## src/rtl/mem_ctrl_pkg.sv

```systemverilog
`default_nettype none
// ============================================================================
// Module      : mem_ctrl_pkg
// Description : Shared types for the memory request controller. Holds the
//               address/data widths of the 4Kx8 memory macro, the controller
//               FSM state encoding and the packed request word that is stored
//               in the request FIFO.
// Revision    : 1.0 - initial release
// ============================================================================
package mem_ctrl_pkg;

    localparam int ADDR_W = 12;
    localparam int DATA_W = 8;

    // One FIFO entry: write flag, address, write data.
    localparam int REQ_W  = 1 + ADDR_W + DATA_W;

    typedef enum logic [1:0] {
        IDLE   = 2'd0,
        ACCESS = 2'd1,
        WAIT   = 2'd2,
        RESP   = 2'd3
    } state_t;

    typedef struct packed {
        logic              wr;
        logic [ADDR_W-1:0] add;
        logic [DATA_W-1:0] din;
    } mem_req_t;

endpackage : mem_ctrl_pkg
`default_nettype wire

```

## src/rtl/mem_req_fifo.sv

```systemverilog
`default_nettype none
// ============================================================================
// Module      : mem_req_fifo
// Description : Synchronous request FIFO with first-word fall-through read
//               data. Push is ignored when full, pop is ignored when empty;
//               a simultaneous push and pop leaves the count unchanged.
// Ports       : clk, rst (sync, active-low)
//               push/push_data  - write side
//               pop/pop_data    - read side, pop_data is the current head
//               full/empty/count- occupancy derived from the registered count
// Revision    : 1.0 - initial release
// ============================================================================
module mem_req_fifo #(
    parameter int DEPTH = 4,
    parameter int WIDTH = 21
) (
    input  logic                   clk,
    input  logic                   rst,
    input  logic                   push,
    input  logic [WIDTH-1:0]       push_data,
    input  logic                   pop,
    output logic [WIDTH-1:0]       pop_data,
    output logic                   full,
    output logic                   empty,
    output logic [$clog2(DEPTH):0] count
);

    localparam int             PTR_W  = $clog2(DEPTH);
    localparam logic [PTR_W:0] c_FULL = (PTR_W+1)'(DEPTH);

    logic [WIDTH-1:0] r_mem [DEPTH];
    logic [PTR_W-1:0] r_wptr;
    logic [PTR_W-1:0] r_rptr;
    logic [PTR_W:0]   r_count;

    logic w_push;
    logic w_pop;

    assign w_push = push && !full;
    assign w_pop  = pop  && !empty;

    // Pointers wrap naturally because DEPTH is a power of two.
    always_ff @(posedge clk) begin
        if (!rst) begin
            r_wptr  <= '0;
            r_rptr  <= '0;
            r_count <= '0;
        end else begin
            if (w_push) r_wptr <= r_wptr + 1'b1;
            if (w_pop)  r_rptr <= r_rptr + 1'b1;
            case ({w_push, w_pop})
                2'b10:   r_count <= r_count + 1'b1;
                2'b01:   r_count <= r_count - 1'b1;
                default: r_count <= r_count;
            endcase
        end
    end

    // Storage needs no reset: entries are only read behind a valid count.
    always_ff @(posedge clk) begin
        if (w_push) r_mem[r_wptr] <= push_data;
    end

    assign pop_data = r_mem[r_rptr];
    assign full     = (r_count == c_FULL);
    assign empty    = (r_count == '0);
    assign count    = r_count;

endmodule : mem_req_fifo
`default_nettype wire

```

## src/rtl/mem_req_ctrl.sv

```systemverilog
`default_nettype none
// ============================================================================
// Module      : mem_req_ctrl
// Description : Request controller in front of the 4Kx8 memory macro.
//               Host requests are queued in a DEPTH-entry FIFO and issued one
//               at a time on cen/rd/wr/add/din. Reads wait RD_LAT cycles,
//               capture dout and return it as a one-cycle rsp_valid pulse.
// Ports       : clk, rst (sync, active-low)
//               req_valid/req_ready/req_wr/req_add/req_din - host request
//               rsp_valid/rsp_data/rsp_add                 - read response
//               cen/rd/wr/add/din/dout                     - memory pins
// Options     : MEM_REQ_CTRL_STATS_EN adds wr_cnt, rd_cnt, full_cnt (16-bit
//               saturating activity counters).
// Revision    : 1.0 - initial release
// ============================================================================
module mem_req_ctrl
    import mem_ctrl_pkg::*;
#(
    parameter int DEPTH  = 4,
    parameter int RD_LAT = 1
) (
    input  logic              clk,
    input  logic              rst,
    input  logic              req_valid,
    output logic              req_ready,
    input  logic              req_wr,
    input  logic [ADDR_W-1:0] req_add,
    input  logic [DATA_W-1:0] req_din,
    output logic              rsp_valid,
    output logic [DATA_W-1:0] rsp_data,
    output logic [ADDR_W-1:0] rsp_add,
    output logic              cen,
    output logic              rd,
    output logic              wr,
    output logic [ADDR_W-1:0] add,
    output logic [DATA_W-1:0] din,
    input  logic [DATA_W-1:0] dout
`ifdef MEM_REQ_CTRL_STATS_EN
    ,
    output logic [15:0]       wr_cnt,
    output logic [15:0]       rd_cnt,
    output logic [15:0]       full_cnt
`endif
);

    // WAIT lasts RD_LAT cycles; the counter runs 0 .. RD_LAT-1.
    localparam logic [2:0] c_LAT_LAST = 3'(RD_LAT - 1);

    // ------------------------------------------------------------------
    // Request FIFO
    // ------------------------------------------------------------------
    mem_req_t                 w_push_req;
    mem_req_t                 w_head;
    logic                     w_full;
    logic                     w_empty;
    logic                     w_pop;
    logic [$clog2(DEPTH):0]   w_count;
    logic                     w_unused_count;

    assign w_push_req.wr  = req_wr;
    assign w_push_req.add = req_add;
    assign w_push_req.din = req_din;

    mem_req_fifo #(
        .DEPTH (DEPTH),
        .WIDTH (REQ_W)
    ) u_fifo (
        .clk       (clk),
        .rst       (rst),
        .push      (req_valid),
        .push_data (w_push_req),
        .pop       (w_pop),
        .pop_data  (w_head),
        .full      (w_full),
        .empty     (w_empty),
        .count     (w_count)
    );

    // Occupancy is only needed as full/empty here.
    assign w_unused_count = ^w_count;

    // Registered count feeds full, so a pop while full does not reopen
    // the request port until the following cycle.
    assign req_ready = !w_full;

    // ------------------------------------------------------------------
    // FSM
    // ------------------------------------------------------------------
    state_t            r_state;
    state_t            w_state_nxt;
    logic [2:0]        r_lat_cnt;
    logic              w_lat_done;
    logic              r_is_wr;

    logic              r_cen;
    logic              r_rd;
    logic              r_wr;
    logic [ADDR_W-1:0] r_add;
    logic [DATA_W-1:0] r_din;
    logic              r_rsp_valid;
    logic [DATA_W-1:0] r_rsp_data;
    logic [ADDR_W-1:0] r_rsp_add;

    always_comb begin
        w_state_nxt = r_state;
        w_pop       = 1'b0;
        w_lat_done  = (r_lat_cnt == c_LAT_LAST);
        case (r_state)
            IDLE: begin
                if (!w_empty) begin
                    w_pop       = 1'b1;
                    w_state_nxt = ACCESS;
                end
            end
            ACCESS:  w_state_nxt = r_is_wr ? IDLE : WAIT;
            WAIT:    if (w_lat_done) w_state_nxt = RESP;
            RESP:    w_state_nxt = IDLE;
            default: w_state_nxt = IDLE;
        endcase
    end

    // Memory pins and response are registered from the next-state decode so
    // they line up exactly with the state they belong to and never glitch.
    always_ff @(posedge clk) begin
        if (!rst) begin
            r_state     <= IDLE;
            r_lat_cnt   <= '0;
            r_is_wr     <= 1'b0;
            r_cen       <= 1'b1;
            r_rd        <= 1'b0;
            r_wr        <= 1'b0;
            r_add       <= '0;
            r_din       <= '0;
            r_rsp_valid <= 1'b0;
            r_rsp_data  <= '0;
            r_rsp_add   <= '0;
        end else begin
            r_state <= w_state_nxt;
            r_cen   <= !((w_state_nxt == ACCESS) || (w_state_nxt == WAIT));
            // Only the IDLE->ACCESS transition pops, so strobes last one cycle.
            r_rd    <= w_pop && !w_head.wr;
            r_wr    <= w_pop &&  w_head.wr;
            if (w_pop) begin
                r_add   <= w_head.add;
                r_din   <= w_head.din;
                r_is_wr <= w_head.wr;
            end
            r_lat_cnt   <= (r_state == WAIT) ? r_lat_cnt + 3'd1 : 3'd0;
            r_rsp_valid <= (r_state == WAIT) && w_lat_done;
            if ((r_state == WAIT) && w_lat_done) begin
                r_rsp_data <= dout;
                r_rsp_add  <= r_add;
            end
        end
    end

    assign cen       = r_cen;
    assign rd        = r_rd;
    assign wr        = r_wr;
    assign add       = r_add;
    assign din       = r_din;
    assign rsp_valid = r_rsp_valid;
    assign rsp_data  = r_rsp_data;
    assign rsp_add   = r_rsp_add;

    // ------------------------------------------------------------------
    // Optional activity counters
    // ------------------------------------------------------------------
`ifdef MEM_REQ_CTRL_STATS_EN
    logic [15:0] r_wr_cnt;
    logic [15:0] r_rd_cnt;
    logic [15:0] r_full_cnt;

    always_ff @(posedge clk) begin
        if (!rst) begin
            r_wr_cnt   <= '0;
            r_rd_cnt   <= '0;
            r_full_cnt <= '0;
        end else begin
            if ((r_state == ACCESS) && r_is_wr && (r_wr_cnt != 16'hFFFF))
                r_wr_cnt <= r_wr_cnt + 16'd1;
            if ((r_state == ACCESS) && !r_is_wr && (r_rd_cnt != 16'hFFFF))
                r_rd_cnt <= r_rd_cnt + 16'd1;
            if (req_valid && !req_ready && (r_full_cnt != 16'hFFFF))
                r_full_cnt <= r_full_cnt + 16'd1;
        end
    end

    assign wr_cnt   = r_wr_cnt;
    assign rd_cnt   = r_rd_cnt;
    assign full_cnt = r_full_cnt;
`endif

endmodule : mem_req_ctrl
`default_nettype wire
```

## config.mk

```make
export PLATFORM = sky130hd
export DESIGN_NAME = mem_req_ctrl
export DESIGN_NICKNAME = d
export VERILOG_FILES = /design/src/rtl/mem_ctrl_pkg.sv /design/src/rtl/mem_req_fifo.sv /design/src/rtl/mem_req_ctrl.sv
export SDC_FILE = /design/constraint.sdc
export NUM_CORES = 1
export LEC_CHECK = 0
export BUFFER_PORTS_ARGS = -buffer_cell sky130_fd_sc_hd__clkbuf_2
export CORE_UTILIZATION = 47
export DETAILED_ROUTE_END_ITERATION = 16
export GPL_ROUTABILITY_DRIVEN = 0
export PLACE_DENSITY = 0.68
export SETUP_SLACK_MARGIN = 0.15
export SLEW_MARGIN = 20
export SYNTH_ARGS = -nofsm -noshare
export SYNTH_HDL_FRONTEND = slang
export SYNTH_SLANG_ARGS = --single-unit
```

## constraint.sdc

```tcl
create_clock -name clk -period 2.23 [get_ports clk]
set_input_delay 0.223 -clock clk [delete_from_list [all_inputs] [get_ports clk]]
set_output_delay 0.223 -clock clk [all_outputs]
set_load 0.02 [all_outputs]
```

# ---- Word-level counts from Yosys, hierarchy flattened
# Memories as Yosys holds them, arrays and structs flattened. A register that Yosys moved wholly into a read port is not among the register bits.
# Index checks and enable logic that the tools add are counted.
dict set report totals {
  regBits 57
  latch_bits 0
  mem_bits_rw 84
  romBits 0
  in_bits 32
  out_inout_bits 45
  mem_count 1
}
# memory words width read_ports rd_ports_with_merged_regs write_ports line
set memory_table {}
lappend memory_table {u_fifo.r_mem 4 21 1 1 1 mem_req_fifo.sv:31} ;# logic [WIDTH-1:0] r_mem [DEPTH];
dict set report op_classes {
  addsub 5
  mul 0
  div_mod_pow 0
  order_cmp 0
  eq_ne 8
  shift 0
  muxes 11
  bitwise 0
  n_reduce_logical 15
}
# cell n
set op_table {}
lappend op_table {{$mux W2} 5}
lappend op_table {{$eq A2 B2 Y1 const B} 4}
lappend op_table {{$pmux W2 S4} 1}
lappend op_table {{$add A3 B1 Y3 const B} 2}
lappend op_table {{$eq A2 B1 Y1 const B} 3}
lappend op_table {{$logic_not A3 Y1} 2}
lappend op_table {{$pmux W3 S2} 1}
lappend op_table {{$logic_and A1 B1 Y1} 5}
lappend op_table {{$add A2 B1 Y2 const B} 2}
lappend op_table {{$logic_not A1 Y1} 4}
lappend op_table {{$mux W1} 4}
lappend op_table {{$eq A3 B3 Y1 const B} 1}
lappend op_table {{$sub A3 B1 Y3 const B} 1}
lappend op_table {{$logic_not A2 Y1} 1}
lappend op_table {{$reduce_and A2 Y1} 1}
lappend op_table {{$reduce_bool A2 Y1} 1}
lappend op_table {{$logic_or A1 B1 Y1} 1}

# ---- Longest topological paths before layout
# Gate-level depths: netlist (run 1).
dict set report depth {
  ltp_word 6
  mapped_depth 8
  depth_no_buf 7
}

# ---- Cells and area by module
# A second synthesis (run 1) with hierarchy kept.
dict set report unflattened {
  hier_cells 378
  hier_area_um2 5355.1
}
# mod n_inst cells_per_inst area_per_inst_um2
set by_module_without_submodules {}
lappend by_module_without_submodules {mem_req_fifo 1 163 3522.1}
lappend by_module_without_submodules {mem_req_ctrl 1 215 1833.0}

# ---- Worst setup path after synthesis (run 1)
# Ideal clock, no wire load.
dict set report synth_timing {
  kind {flip-flop to flip-flop}
  startpoint {register u_fifo.r_count[0] (netlist: u_fifo.count[0])}
  endpoint {register u_fifo.r_count[2] (netlist: u_fifo.count[2])}
  setup_ps 70
  arrival_ps 1930
  slack_ps 230
  stages_incl_launch_ff 9
  period_less_slack_ps 2000
  cell_sequence {dfxtp_1 -> or3b_1 -> buf_6 -> nand2_1 -> ha_1 -> fa_1 -> xnor2_1 -> or3_1 -> a21oi_1}
}
# element line
set synth_lines {}
lappend synth_lines {{start, declared} mem_req_fifo.sv:34} ;# logic [PTR_W:0] r_count;
lappend synth_lines {{start signal, assigned} mem_req_fifo.sv:52} ;# 2'b10: r_count <= r_count + 1'b1;
lappend synth_lines {{start signal, assigned} mem_req_fifo.sv:53} ;# 2'b01: r_count <= r_count - 1'b1;
lappend synth_lines {{start signal, assigned} mem_req_fifo.sv:54} ;# default: r_count <= r_count;
lappend synth_lines {{$eq A3 B3 Y1 (*)} mem_req_fifo.sv:65} ;# assign full = (r_count == c_FULL);
lappend synth_lines {{$logic_not A1 Y1 (*)} n/a}
lappend synth_lines {{via req_ready} mem_req_ctrl.sv:25} ;# output logic req_ready,
lappend synth_lines {{$logic_and A1 B1 Y1 (*)} mem_req_fifo.sv:39} ;# assign w_push = push && !full;
lappend synth_lines {{$eq A2 B1 Y1 or $eq A2 B2 Y1 (tied branches)} mem_req_fifo.sv:51} ;# case ({w_push, w_pop})
lappend synth_lines {{$pmux W3 S2 or $reduce_bool A2 Y1 (tied branches)} n/a}
# The timed path passes the listed nets; every way through them passes the cells marked *.
# A chain may end at the register's enable or synchronous reset.

# ---- Final worst setup path (run 1)
dict set report layout_timing {
  startpoint {register r_state[1]}
  endpoint {register u_fifo.r_count[2] (netlist: u_fifo.count[2])}
}
dict set report layout_via {
  elab_chain_cells 5
}
# element line
set layout_lines {}
lappend layout_lines {{start, declared} mem_req_ctrl.sv:89} ;# state_t r_state;
lappend layout_lines {{start signal, assigned} mem_req_ctrl.sv:138} ;# r_state <= w_state_nxt;
lappend layout_lines {{$logic_not A2 Y1 (*)} mem_req_ctrl.sv:108} ;# case (r_state)
lappend layout_lines {{$mux W1 (*)} mem_req_ctrl.sv:108}
lappend layout_lines {{via u_fifo.pop} mem_req_fifo.sv:21} ;# input logic pop,
lappend layout_lines {{$logic_and A1 B1 Y1 (*)} mem_req_fifo.sv:40} ;# assign w_pop = pop && !empty;
lappend layout_lines {{$eq A2 B1 Y1 or $eq A2 B2 Y1 (tied branches)} mem_req_fifo.sv:51}
lappend layout_lines {{$pmux W3 S2 or $reduce_bool A2 Y1 (tied branches)} n/a}
# Marked as above.

==> results of run 1 <==
metal layers:
| layer | share of wire (%) | global-route usage, % | vias to the layer above |
|---|---|---|---|
| li1 | - | - | 1479 |
| met1 | 43 | 23.45 | 1558 |
| met2 | 52 | 32.33 | 78 |
| met3 | 4.0 | 7.143 | 11 |
| met4 | 0.96 | 5.969 | 0 |
| met5 | 0 | 0 | - |
worst min-delay path by stage:
stage                       startpoint                  to  slack [ps]
final                        req_valid    u_fifo.r_wptr[1]          60
after global routing         req_valid    u_fifo.r_wptr[1]          40
after CTS                    req_valid    u_fifo.r_wptr[1]          30
after detailed placement    req_din[2]  u_fifo.r_mem[3][2]         450
after global placement    r_lat_cnt[0]        r_lat_cnt[0]         430
after floorplan             req_din[0]  u_fifo.r_mem[0][0]         320
cell families after synthesis:
family,share of synthesized area [%]
buffers and inverters,2.775
AOI/OAI and AO/OA,7.177
and+or+nand+nor,6.818
muxes,9.856
xor gates and xnor gates,0.5025
adders and majority gates,2.057
DFF,70.81
per-stage QoR:
| step | util [%] | setup slack [ps] | instances | hold slack [ps] |
|---|---|---|---|---|
| 3_3_place_gp | 53.25 | 248.5 | 535 | 430.5 |
| 2_1_floorplan | - | 229.9 | 325 | 321.9 |
| 5_1_grt | 61.99 | 151.9 | 597 | 38.39 |
| 3_5_place_dp | 53.25 | 131.6 | 535 | 445.8 |
| 4_1_cts | 61.97 | 227.9 | 597 | 28.40 |
| 6_report | 61.99 | 217.8 | 597 | 62.17 |
final cells by class:
class | instances | area (sq um) | share of cell area [%]
sequential | 143 | 3706 | 55.15
tap | 140 | 175.2 | 2.607
multi-input combinational | 157 | 1381 | 20.55
timing repair buffer | 119 | 788.3 | 11.73
clock inverter | 7 | 50.05 | 0.7447
inverter | 6 | 22.52 | 0.3351
clock buffer | 25 | 596.8 | 8.881
synthesized netlist by cell type (5+ instances only):
cell type  count
edfxtp_1      84
dfxtp_1       59
nand2_1       43
a21oi_1       24
a22o_1        21
mux4_2        15
buf_2          8
ha_1           7
mux4_1         6
and3_1         5
buf_6          5
inv_1          5
state kept, by name (all words and copies together) (netlist names), named ones only:
| signal | cells |
|---|---|
| u_fifo.r_wptr | 2 |
| cen | 1 |
| u_fifo.r_rptr | 2 |
| rsp_valid | 1 |
| din | 8 |
| r_is_wr | 1 |
| add | 12 |
| wr | 1 |
| rsp_add | 12 |
| u_fifo.r_mem | 84 |
| rd | 1 |
| r_state | 2 |
| r_lat_cnt | 3 |
| rsp_data | 8 |
| u_fifo.count | 3 |
power by group through the flow:
stage | clock network (mW) | registers (mW) | logic [mW]
2_1_floorplan | 0 | 3.79 | 1.30
3_3_place_gp | 0 | 3.61 | 2.05
3_5_place_dp | 0 | 3.63 | 2.09
4_1_cts | 2.98 | 3.59 | 2.18
5_1_grt | 3.11 | 3.64 | 2.33
6_report | 2.93 | 3.59 | 2.15
timing repair:
action / CTS / global route
hold buffers: 29 / 0
setup buffers: 1 / 0
setup endpoints to repair: 1 / 1
gates resized for setup: 0 / 2
pin swaps: 1 / 0
endpoints found under the hold margin: 92 / 0
worst max-delay path, delay by kind of cell, from the launching register on:
family          cells  cell delay (ps)
xor+xnor            1              140
simple gates        2              430
flops               1              570
fa+ha+maj           2              630
compound gates      1              160
==> metrics.yaml, run 1 <==
outcome: "completed"
r2r_end: "u_fifo.count[2]"
r2r_start: "r_state[1]"
arrival_ps: 2460
synthesis.area_sq_um: 5230
n_fill_cell: 819
clock_latency_ps: 530
cp-startpoint: "r_state[1]"
vias_per_cell: 5.236
cts_made_buffers: 17
portBuffers: 76
drive_above_1_share_pct: 31.73
dr.pass1.iters: 5
cts_tree: "done"
h-tree-depth: 4
cts_sinks: 143
grt_max_degree: 28
dpl_cell_area_sq_um: 5773
grt_usage_pct: 19.41
root_buffer: "clkbuf_8"
fin_setup_tns_ps: 0
ant_nets: 0
syn_area_per_cell_sq_um: 16.09
reg2reg_depth: 6
cts_buffer_depth: 2
endpoint_kind: "register"
overflow: 0
drtIter0Drc: 177
nets: 484
pwr-share-seq_pct: 41.4
hold_viol_final: 0
ff2ff_setup_slack_ps: 220
core-area_sq_um: 10840
power.leakage_nw: 2.558
grt_pass1_wl_mm: 16.01
layout_common_cells: "edfxtp_1 (84), clkbuf_2 (76), dfxtp_1 (57)"
finalPower_mw: 8.672
pin_count: 77
critPathSlowestCell: "dfxtp_1"
hpwl_mm: 5.934
synth.top_cell.area_share_pct: 48.23
drt-total-wl_mm: 10.26
holdCritPathClass: "in -> reg"
die_y_microns: 107.5
antenna_found_initial: 0
drc: 0
switching_power_mw: 2.581
endpoint: "u_fifo.count[2]"
synth_seq_cells: 143
yosysTopAreaCell: "edfxtp_1"
p_int_mw: 6.091
power_density_nw_per_um2: 1290
post_drt_wl_per_cell_microns: 17.19
power_frac_comb_pct: 24.8
power.share.clock_pct: 33.8
fin_skew_ps: 7.771
die_x_microns: 107.5
die_area_sq_um: 11550
syn-num-nets: 365
num_antenna_cells: 0
path_cells: "nor3_1, ha_1, fa_1, xnor2_1, or3_1, a21oi_1"
clkTransAtPathRegs_ps: 60
maxSlewViolCount: 0
layout_commonest_cell: "edfxtp_1"
period_share_pct: 90.23
ys_seq_area_share_pct: 70.81
swShare_pct: 29.76
synth_edf_count: 84
ys_types: 43
slowest_delay_ps: 570
max_slew_margin_pct: 31.14
vias: 3126
synth_cells: 325
yosys_warnings: 0
path_max_fanout: 10
rows: 38
tightestPinTransition_ps: 1033
cp-start-kind: "register"
worstPathRequired_ps: 2680
ir_worst_vdd_uv: 546.1
async_flop_share_pct: 0
setup_violations: 0
min_period_ps: 2012
finish.instance_area_sq_um: 6720
cap_violations: 0
fmax_ghz: 0.4970
area_growth_pct: 28.49
synth_area_leaders: "edfxtp_1 (48%), dfxtp_1 (23%), mux4_2 (6.5%), a22o_1 (3.5%), nand2_1 (3.1%)"
start_util_pct: 48.25
grt_pass1_vias: 3102
path_class: "reg -> reg"
rsz0062_at_grt: "no"
whs_path_depth: 3
synth_top_flop_cell: "edfxtp_1"
Note: power is estimated with default switching activity, not from simulation.
==> inputs of run 2 (changes only) <==
==> constraint.sdc (replaced) <==
create_clock -name clk -period 2.55 [get_ports clk]
set_input_delay 0.255 -clock clk [delete_from_list [all_inputs] [get_ports clk]]
set_output_delay 0.255 -clock clk [all_outputs]
set_load 0.02 [all_outputs]
==> run 2 against run 1 <==
Effect of this change: global-route usage down 0.42 points; cell count fell by 0.34%; utilization shrank 0.97 points; clock power decreased by 21%; sequential cell count did not move; combinational power shrank 15%; fmax decreased by 7.4%; worst hold slack better by 35 ps; worst setup slack better by 160 ps; via count fell by 0.48%; critical path type unchanged; critical endpoint unchanged.
==> metrics.yaml, run 2 (synthesis results as in run 1) <==
outcome: "completed"
whs_path_depth: 3
rsz0062_at_grt: "no"
worstPathRequired_ps: 3000
holdCritPathClass: "in -> reg"
dr.pass1.iters: 5
grt_usage_pct: 18.99
die_area_sq_um: 11550
vias_per_cell: 5.229
min_period_ps: 2172
num_antenna_cells: 0
power.leakage_nw: 2.505
period_share_pct: 85.18
die_y_microns: 107.5
nets: 482
root_buffer: "clkbuf_8"
power_density_nw_per_um2: 1099
layout_commonest_cell: "edfxtp_1"
vias: 3111
cts_resized: 0
ff2ff_setup_slack_ps: 380
final_util_pct: 61.02
path_class: "reg -> reg"
clock_latency_ps: 520
hpwl_mm: 6.125
grt_pass1_wl_mm: 15.88
portBuffers: 76
switching_power_mw: 2.183
drtIter0Drc: 203
overflow: 0
h-tree-depth: 4
drc: 0
rows: 38
area_growth_pct: 26.48
core-area_sq_um: 10840
fin_setup_tns_ps: 0
regMostFlops: "u_fifo.r_mem"
cp_num_buf_inv: 0
layout_common_cells: "edfxtp_1 (84), clkbuf_2 (76), dfxtp_1 (59)"
slowest_delay_ps: 450
p_int_mw: 5.085
ant_nets: 0
cts_sinks: 143
largest_register_ffs: 84
path_cells: "or3b_1, nand2_1, ha_1, fa_1, xnor2_1, or3_1, a21oi_1"
max_slew_margin_pct: 55.57
start_util_pct: 48.25
tightestPinTransition_ps: 665.5
power_frac_comb_pct: 25.2
grt_max_degree: 28
pin_count: 77
min_to: "u_fifo.r_wptr[0]"
finalPower_mw: 7.268
ir_worst_vdd_uv: 522.6
drive_above_1_share_pct: 30.33
cp-start-kind: "register"
cap_violations: 0
post_drt_wl_per_cell_microns: 17.04
setup_violations: 0
critPathTopFamily: "simple AND/OR/NAND/NOR gates"
path_max_fanout: 10
grt_pass1_vias: 3114
r2r_end: "u_fifo.count[2]"
cts_tree: "done"
r2r_start: "u_fifo.count[0]"
fin_skew_ps: 5.867
reg2reg_depth: 7
die_x_microns: 107.5
hold_viol_final: 0
endpoint_kind: "register"
antenna_found_initial: 0
power.share.clock_pct: 31.8
clkTransAtPathRegs_ps: 60
fmax_ghz: 0.4604
cts_made_buffers: 17
holdCritStartpoint: "req_valid"
arrival_ps: 2620
maxSlewViolCount: 0
cts_buffer_depth: 2
swShare_pct: 30.04
pwr-share-seq_pct: 43.1
drt-total-wl_mm: 10.14
critPathSlowestCell: "dfxtp_1"
-- run 2: cell count changes in the layout (fill, tap and decap cells not counted), moves of 2 or more --
cell	delta
clkbuf_16	-4
clkbuf_1	+2
clkbuf_8	+2
clkinv_2	+2
dfxtp_1	+2
dfxtp_2	-2
-- run 2: worst reg2reg max path, stage by stage (launching register included) --
cell	delay, ps
dfxtp_1	450
or3b_1	310
nand2_1	100
ha_1	240
fa_1	400
xnor2_1	150
or3_1	310
a21oi_1	140
-- run 2: cell type report --
cell class	instances	area, sq um
Fill cell	804	4225
Sequential cell	143	3704
Multi-Input combinational cell	157	1381
Timing Repair Buffer	117	760.7
Clock buffer	24	524.3
Tap cell	140	175.2
Clock inverter	8	47.55
Inverter	6	22.52
-- run 2: worst max path at each step --
stage | slack [ps] | startpoint | end | cells after the start
final | 380 | u_fifo.count[0] | u_fifo.count[2] | 7
after global routing | 220 | u_fifo.count[0] | u_fifo.count[2] | 7
after CTS | 380 | u_fifo.count[0] | u_fifo.count[2] | 7
after detailed placement | 390 | u_fifo.count[0] | u_fifo.count[2] | 7
after global placement | 490 | u_fifo.count[0] | u_fifo.count[2] | 7
after floorplan | 550 | u_fifo.count[0] | u_fifo.count[2] | 8
-- run 2: metal layers --
metal	wire, microns	global-route usage [%]	part of all wire, %
met5	0	0	0
met3	391	5.993	3.9
met1	4356	21.50	43
met4	156	8.317	1.5
met2	5234	32.83	52
-- run 2: power groups by stage --
stage | sequential (mW) | combinational (mW) | clock [mW]
2_1_floorplan | 3.31 | 1.14 | 0
3_3_place_gp | 3.16 | 1.77 | 0
3_5_place_dp | 3.18 | 1.80 | 0
4_1_cts | 3.13 | 1.85 | 2.35
5_1_grt | 3.18 | 1.98 | 2.45
6_report | 3.13 | 1.83 | 2.31
-- run 2: repair_timing --
action	CTS	global route
hold endpoints to repair	92	0
buffers inserted	0	0
hold buffers	29	0
endpoints found under the setup margin	0	0
-- run 2: stage by stage --
step	instances	setup slack (ps)	hold WS, ps	cell area, sq um
2_1_floorplan	325	549.9	353.9	5230
3_3_place_gp	534	485.1	428.6	5753
3_5_place_dp	534	394.4	445.8	5753
4_1_cts	595	376.1	75.63	6615
5_1_grt	595	222.7	87.19	6615
6_report	595	377.9	97.57	6615
